--- src/rtl/video_timing_if.sv ---
// video_timing_if: control inputs and raster outputs of the video timing generator.
// The generator side uses the master modport; the TMDS consumer side uses slave.
interface video_timing_if;
  logic       enable;
  logic       restart;
  logic       pixelclk;
  logic [9:0] colcount;
  logic [9:0] rowcount;
  logic       hsync;
  logic       vsync;
  logic       de;
  logic       line_end;
  logic       frame_start;

  modport master (
    input  enable, restart,
    output pixelclk, colcount, rowcount, hsync, vsync, de, line_end, frame_start
  );

  modport slave (
    output enable, restart,
    input  pixelclk, colcount, rowcount, hsync, vsync, de, line_end, frame_start
  );
endinterface

--- src/rtl/video_timing_gen.sv ---
// video_timing_gen: raster timing generator with blanking placed first in each
// line and frame. A clock divider produces the pixel strobe; column/row counters
// advance on it, and sync/enable levels are registered from the next counts so
// they line up with the counts they describe.
module video_timing_gen #(
  parameter int CLK_DIV  = 4,
  parameter int H_FP     = 16,
  parameter int H_SYNC   = 96,
  parameter int H_BP     = 48,
  parameter int H_ACTIVE = 640,
  parameter int V_FP     = 10,
  parameter int V_SYNC   = 2,
  parameter int V_BP     = 33,
  parameter int V_ACTIVE = 480,
  parameter bit SYNC_POL = 1'b0
) (
  input  logic           clk,
  input  logic           n_rst,
  video_timing_if.master vt
);

  localparam int H_TOTAL = H_FP + H_SYNC + H_BP + H_ACTIVE;
  localparam int V_TOTAL = V_FP + V_SYNC + V_BP + V_ACTIVE;
  localparam int DIV_W   = (CLK_DIV >= 2) ? $clog2(CLK_DIV) : 1;

  localparam logic [DIV_W-1:0] DIV_LAST = DIV_W'(CLK_DIV - 1);
  localparam logic [9:0]       COL_LAST = 10'(H_TOTAL - 1);
  localparam logic [9:0]       ROW_LAST = 10'(V_TOTAL - 1);

  if (CLK_DIV < 2) begin : g_bad_clk_div
    $error("video_timing_gen: CLK_DIV must be at least 2");
  end
  if (H_TOTAL > 1023) begin : g_bad_h_total
    $error("video_timing_gen: H_TOTAL exceeds 1023");
  end
  if (V_TOTAL > 1023) begin : g_bad_v_total
    $error("video_timing_gen: V_TOTAL exceeds 1023");
  end

  // Sync is asserted in the window right after the front porch.
  function automatic logic hsync_level(input logic [9:0] col);
    if ((col >= 10'(H_FP)) && (col < 10'(H_FP + H_SYNC))) begin
      return SYNC_POL;
    end else begin
      return ~SYNC_POL;
    end
  endfunction

  function automatic logic vsync_level(input logic [9:0] row);
    if ((row >= 10'(V_FP)) && (row < 10'(V_FP + V_SYNC))) begin
      return SYNC_POL;
    end else begin
      return ~SYNC_POL;
    end
  endfunction

  // Active video sits at the end of each line and frame.
  function automatic logic de_level(input logic [9:0] col, input logic [9:0] row);
    return (col >= 10'(H_TOTAL - H_ACTIVE)) && (row >= 10'(V_TOTAL - V_ACTIVE));
  endfunction

  logic [DIV_W-1:0] div_q, div_d;
  logic [9:0]       col_q, col_d;
  logic [9:0]       row_q, row_d;
  logic             hsync_q, hsync_d;
  logic             vsync_q, vsync_d;
  logic             de_q, de_d;
  logic             line_end_q, line_end_d;
  logic             frame_start_q, frame_start_d;
  logic             pixel_s;

  // Pixel strobe: last clk of the pixel period, suppressed by restart or freeze.
  assign pixel_s = vt.enable & (div_q == DIV_LAST) & ~vt.restart;

  // Next-state: restart wins, otherwise divider/counters advance only while enabled.
  always_comb begin
    div_d         = div_q;
    col_d         = col_q;
    row_d         = row_q;
    line_end_d    = 1'b0;
    frame_start_d = 1'b0;
    if (vt.restart) begin
      div_d = '0;
      col_d = '0;
      row_d = '0;
    end else if (vt.enable) begin
      if (div_q == DIV_LAST) begin
        div_d = '0;
      end else begin
        div_d = div_q + DIV_W'(1);
      end
      if (pixel_s) begin
        if (col_q == COL_LAST) begin
          col_d      = 10'd0;
          line_end_d = 1'b1;
          if (row_q == ROW_LAST) begin
            row_d         = 10'd0;
            frame_start_d = 1'b1;
          end else begin
            row_d = row_q + 10'd1;
          end
        end else begin
          col_d = col_q + 10'd1;
        end
      end else begin
        col_d = col_q;
      end
    end else begin
      div_d = div_q;
    end
    // Decodes follow the next counts; with counts held they hold too.
    hsync_d = hsync_level(col_d);
    vsync_d = vsync_level(row_d);
    de_d    = de_level(col_d, row_d);
  end

  // State and registered decode flops.
  always_ff @(posedge clk or negedge n_rst) begin
    if (!n_rst) begin
      div_q         <= '0;
      col_q         <= 10'd0;
      row_q         <= 10'd0;
      hsync_q       <= ~SYNC_POL;
      vsync_q       <= ~SYNC_POL;
      de_q          <= 1'b0;
      line_end_q    <= 1'b0;
      frame_start_q <= 1'b0;
    end else begin
      div_q         <= div_d;
      col_q         <= col_d;
      row_q         <= row_d;
      hsync_q       <= hsync_d;
      vsync_q       <= vsync_d;
      de_q          <= de_d;
      line_end_q    <= line_end_d;
      frame_start_q <= frame_start_d;
    end
  end

  assign vt.pixelclk    = pixel_s;
  assign vt.colcount    = col_q;
  assign vt.rowcount    = row_q;
  assign vt.hsync       = hsync_q;
  assign vt.vsync       = vsync_q;
  assign vt.de          = de_q;
  // Pulses are forced low while the timing is frozen.
  assign vt.line_end    = line_end_q & vt.enable;
  assign vt.frame_start = frame_start_q & vt.enable;

endmodule

--- src/flat_wrapper.sv ---
// flat-port wrapper written by rule: the top's interface ports become plain ports
module video_timing_gen_flat 
#(
  parameter int CLK_DIV  = 4,
  parameter int H_FP     = 16,
  parameter int H_SYNC   = 96,
  parameter int H_BP     = 48,
  parameter int H_ACTIVE = 640,
  parameter int V_FP     = 10,
  parameter int V_SYNC   = 2,
  parameter int V_BP     = 33,
  parameter int V_ACTIVE = 480,
  parameter bit SYNC_POL = 1'b0
)
  (clk, n_rst, vt_enable, vt_restart, vt_pixelclk, vt_colcount, vt_rowcount, vt_hsync, vt_vsync, vt_de, vt_line_end, vt_frame_start);
  video_timing_if vt_i ();
  input  logic clk;
  input  logic n_rst;
  input wire logic [$bits(vt_i.enable)-1:0] vt_enable;
  input wire logic [$bits(vt_i.restart)-1:0] vt_restart;
  output wire logic [$bits(vt_i.pixelclk)-1:0] vt_pixelclk;
  output wire logic [$bits(vt_i.colcount)-1:0] vt_colcount;
  output wire logic [$bits(vt_i.rowcount)-1:0] vt_rowcount;
  output wire logic [$bits(vt_i.hsync)-1:0] vt_hsync;
  output wire logic [$bits(vt_i.vsync)-1:0] vt_vsync;
  output wire logic [$bits(vt_i.de)-1:0] vt_de;
  output wire logic [$bits(vt_i.line_end)-1:0] vt_line_end;
  output wire logic [$bits(vt_i.frame_start)-1:0] vt_frame_start;
  assign vt_i.enable = vt_enable;
  assign vt_i.restart = vt_restart;
  assign vt_pixelclk = vt_i.pixelclk;
  assign vt_colcount = vt_i.colcount;
  assign vt_rowcount = vt_i.rowcount;
  assign vt_hsync = vt_i.hsync;
  assign vt_vsync = vt_i.vsync;
  assign vt_de = vt_i.de;
  assign vt_line_end = vt_i.line_end;
  assign vt_frame_start = vt_i.frame_start;
  video_timing_gen #(.CLK_DIV(CLK_DIV), .H_FP(H_FP), .H_SYNC(H_SYNC), .H_BP(H_BP), .H_ACTIVE(H_ACTIVE), .V_FP(V_FP), .V_SYNC(V_SYNC), .V_BP(V_BP), .V_ACTIVE(V_ACTIVE), .SYNC_POL(SYNC_POL)) u_core (.clk(clk), .n_rst(n_rst), .vt(vt_i));
endmodule
--- config.mk ---
export PLATFORM = sky130hd
export DESIGN_NAME = video_timing_gen_flat
export DESIGN_NICKNAME = d
export VERILOG_FILES = /design/src/rtl/video_timing_if.sv /design/src/rtl/video_timing_gen.sv /design/src/flat_wrapper.sv
export SDC_FILE = /design/constraint.sdc
export NUM_CORES = 1
export LEC_CHECK = 0
export CAP_MARGIN = 20
export CORE_MARGIN = 1.5
export CORE_UTILIZATION = 51
export CTS_CLUSTER_DIAMETER = 50
export DETAILED_ROUTE_END_ITERATION = 10
export GPL_TIMING_DRIVEN = 0
export MAX_ROUTING_LAYER = met4
export PLACE_DENSITY = 0.87
export SLEW_MARGIN = 20
export SYNTH_ARGS = -nofsm -noshare
export SYNTH_HDL_FRONTEND = slang
export SYNTH_SLANG_ARGS = --single-unit
--- constraint.sdc ---
create_clock -name clk -period 2.67 [get_ports clk]
set_input_delay 0.267 -clock clk [delete_from_list [all_inputs] [get_ports clk]]
set_output_delay 0.267 -clock clk [all_outputs]
set_load 0.005 [all_outputs]
==> results.txt <==
The critical path class was register to register. Setup violations remaining at the end of the flow were counted as 0. The overflow left after global routing was 0; the synthesized flop and latch total was 27.

The clock network accounts for 28.7% of the total power. After synthesis, the share of cell area in mux cells is 1.25%. In this run the core area contains 20 standard-cell rows. Overall power consumption after layout is estimated at 0.000625 W. The count of flip-flops with a built-in enable after synthesis is 0.

Subtracting the final worst setup slack from the clock period gives 2.50 ns. The tool flagged a number of max-cap violations equal to 0. The run gives 1,329 as the via count of the first global-routing pass.

The total track usage is 23.2%, and the sequential power share is 66.2%. The fraction of final layout cells with drive strength greater than 1 was 9.77%; the routed length per placed instance was 14.9 µm. The number of max-slew violations in the final report came out at 0. The clock drives 27 sinks. Of the total power, combinational logic draws 5.0%. The tools report the worst setup skew after layout as 0.0113 ns.

The tools report the number of vias after detailed routing as 1,543. In the routed layout, each cell is associated on average with a via count of 6.22. The worst hold path passes through 3 cells.

The cell area power density works out to 317 nW/µm². Net switching is 23.1% of the power. Of all flip-flops after synthesis, the portion carrying an async set or reset was 100%.

Clock insertion delay at the later pin of the skew report: 0.33 ns. The run finished with clean final reports. The number of standard cells after synthesis is 179. Largest area contributor in the synthesized netlist: dfrtp_1. The kind of launch point of the worst setup path was a register.

For this design the total switching power over the nets is 0.000144 W. Highest fanout seen on the critical path: 8. The adder-cell share of the synthesized area is 3.14%, and the hold violation total from the final report is 0. The post-DP HPWL was 2600 µm. The number of levels the H-tree was split into was 1.

Setup repair after global routing left no endpoint under its margin. The synthesized-area fraction occupied by xor and xnor cells works out to 3.84%. Die span in x: 58.9 µm. The worst hold path begins at vt_enable. Total clock buffers created by CTS: 3. In this run the tightest slew margin relative to its limit is 61.0%. Routability-driven placement congestion ratio: 0.863. The combinational family with the most area after synthesis is simple AND/OR/NAND/NOR gates. The top-level port count was 30; the count of antenna diodes in the layout was 0.

The worst reg2reg path depth is 6, and the post-route DRC violation count is 0. Floorplan die area: 3470 µm². The final instance count without filler cells was 248. Synthesis produced a netlist with a net count of 187. The iteration-0 DRC count of the detailed router was 91; the floorplan die height was 58.9 µm. Across the VDD grid, the largest voltage drop is 0.000251 V. The synthesized netlist devotes 31.8% of its cell area to simple gates. In this run the standard cell core region covers 3000 µm². The min-delay analysis places its worst path in the category input port to register.

The synthesized netlist contains 49 unique library cells. Data on the critical path is required at its endpoint by 2.93 ns. At the pin with the least slew margin, the transition time is 0.585 ns.

The library cells used most frequently in the layout, excluding fill and tap cells, are clkdlybuf4s50_1 (27), dfrtp_1 (25), nor2_1 (20). Of the post-synthesis cell area, the dominant cell type holds 39.2%. Compared with the post-synthesis result, the final layout area differs by 23.8%. The initial utilization of the core area, before any placement, comes to 53.1%.

The share of the cycle needed by the critical path after routing came out at 93.5%. For the number of cells after detailed placement, the log shows 240. The sequential fraction of the synthesis area is 42.5%. In this run the deepest clock path goes through 2 buffers. The source of the worst register-to-register timing path is u_core.vt.colcount[5]$_DFF_PN0_. The routed wire length is 3690 µm, and the final net count is 224. The first global-routing pass estimated 5870 µm of wire. In this run the static leakage power is 0.751 nW.

Initial antenna violation count: 0. The cell-internal power came out at 0.000481 W. The most used flip-flop cell after synthesis is dfrtp_1. The per-instance average area after synthesis was 8.91 µm². The pin count of the biggest net entering global routing was 28; the area of the mapped netlist was 1600 µm².

The first detailed-routing pass ran for 4 iterations. Hold is met by 0.273 ns. TritonCTS built the clock tree.

The sort of element at the end of the critical path was a register. Static timing analysis puts the maximum clock frequency at 0.401 GHz. STA puts the critical path data arrival time at 2.75 ns. The final-layout setup total negative slack came out at 0 ns. The most common cell after layout, fill and taps aside is clkdlybuf4s50_1. The clock edge transition at the registers on the reported setup and hold paths is 0.15 ns.

The tools report the CTS root buffer as clkbuf_4. During synthesis, Yosys emitted a total of 0 warnings. Critical path launch point: u_core.vt.colcount[5]$_DFF_PN0_. Once detail routing completed, the nets flagged for antenna violations numbered 0. Buffers placed on the I/O ports in this run total 28. The synthesized netlist devotes 14.6% of its cell area to compound gates. Ranked by total cell area, the synthesized netlist is headed by dfrtp_1 (39%), nor2_1 (4.7%), a21oi_1 (4.4%).
==> cells by family after synthesis <==
group,Yosys count
flip-flops,27
adder cells (fa/ha/maj),4
AO/OA/AOI/OAI,38
XOR/XNOR,7
multiplexers,2
buffers and inverters,11
AND/OR/NAND/NOR,90
==> state kept, by name, indices dropped and copies added (netlist names) <==
signal	flops
u_core.line_end_q	1
u_core.div_q	2
u_core.vt.hsync	1
u_core.frame_start_q	1
u_core.vt.vsync	1
u_core.vt.colcount	10
u_core.vt.de	1
u_core.vt.rowcount	10
==> through the flow <==
| stage | util [%] | instance area, µm² | setup slack [ns] |
|---|---|---|---|
| 2_1_floorplan | - | 1600 | 0.386 |
| 5_1_grt | 65.8 | 1970 | 0.0807 |
| 6_report | 65.8 | 1970 | 0.174 |
| 3_5_place_dp | 63.7 | 1910 | -0.0605 |
| 4_1_cts | 64.9 | 1950 | 0.0731 |
| 3_3_place_gp | 63.8 | 1920 | -0.0671 |
==> per-layer routing <==
layer  up-vias  track usage, %  wire length, µm
met5         -               -                0
met4         0            13.0               96
met3         9            2.20              178
met2        51            34.0             1720
met1       751            31.5             1700
li1        732               -                -
==> power by group through the flow <==
stage,Sequential [W],Combinational [W],Clock (W)
after global placement,0.000422,0.0000312,0
final,0.000414,0.0000315,0.000180
after CTS,0.000414,0.0000322,0.000184
after detailed placement,0.000422,0.0000309,0
after floorplan,0.000421,0.0000152,0
after global routing,0.000415,0.0000364,0.000198
==> layout make-up <==
class,count,area [µm²]
clock buffers,4,26.3
fillers,258,1030
flip-flops and latches,27,678
repair buffers,32,308
plain buffers,6,26.3
well taps,33,41.3
multi-input cells,141,876
inverters,5,18.8
==> worst paths after layout <==
path	endpoint	slack, ns
setup / recovery	u_core.vt.de$_DFF_PN0_	0.17
hold / removal	u_core.vt.colcount[1]$_DFF_PN0_	0.27
setup reg to reg	u_core.vt.de$_DFF_PN0_	0.17
hold reg to reg	u_core.div_q[1]$_DFFE_PN0P_	0.57
max in group asynchronous	u_core.vt.vsync$_DFF_PN1_	1.83
min in group asynchronous	u_core.vt.colcount[4]$_DFF_PN0_	0.44
==> synth_stat cells, types with 3 or more instances <==
| cell type | n |
|---|---|
| nand4b_1 | 4 |
| nor3_1 | 4 |
| inv_1 | 4 |
| dfrtp_1 | 25 |
| xnor2_1 | 4 |
| ha_1 | 4 |
| buf_2 | 3 |
| o21ai_0 | 8 |
| nand3_1 | 9 |
| and2_1 | 4 |
| nand4_1 | 7 |
| or3_1 | 7 |
| xor2_1 | 3 |
| nand2_1 | 17 |
| nor2_1 | 20 |
| a21oi_1 | 14 |
| o211ai_1 | 3 |
==> worst max-delay path: stages (launching register included) <==
cell and delay, ns:
dfrtp_1 0.48, or4b_4 0.57, or4_4 0.46, or3b_1 0.41
a21oi_2 0.21, o21ai_1 0.12, a22oi_2 0.16
==> repair_timing <==
item / 4_1_cts / 5_1_grt
endpoints found under the hold margin: 25 / 0
gates resized for setup: 0 / 1
buffers inserted: 0 / 3
hold buffers: 1 / 0
endpoints found under the setup margin: 0 / 2
Note: power is estimated with default switching activity, not from simulation.
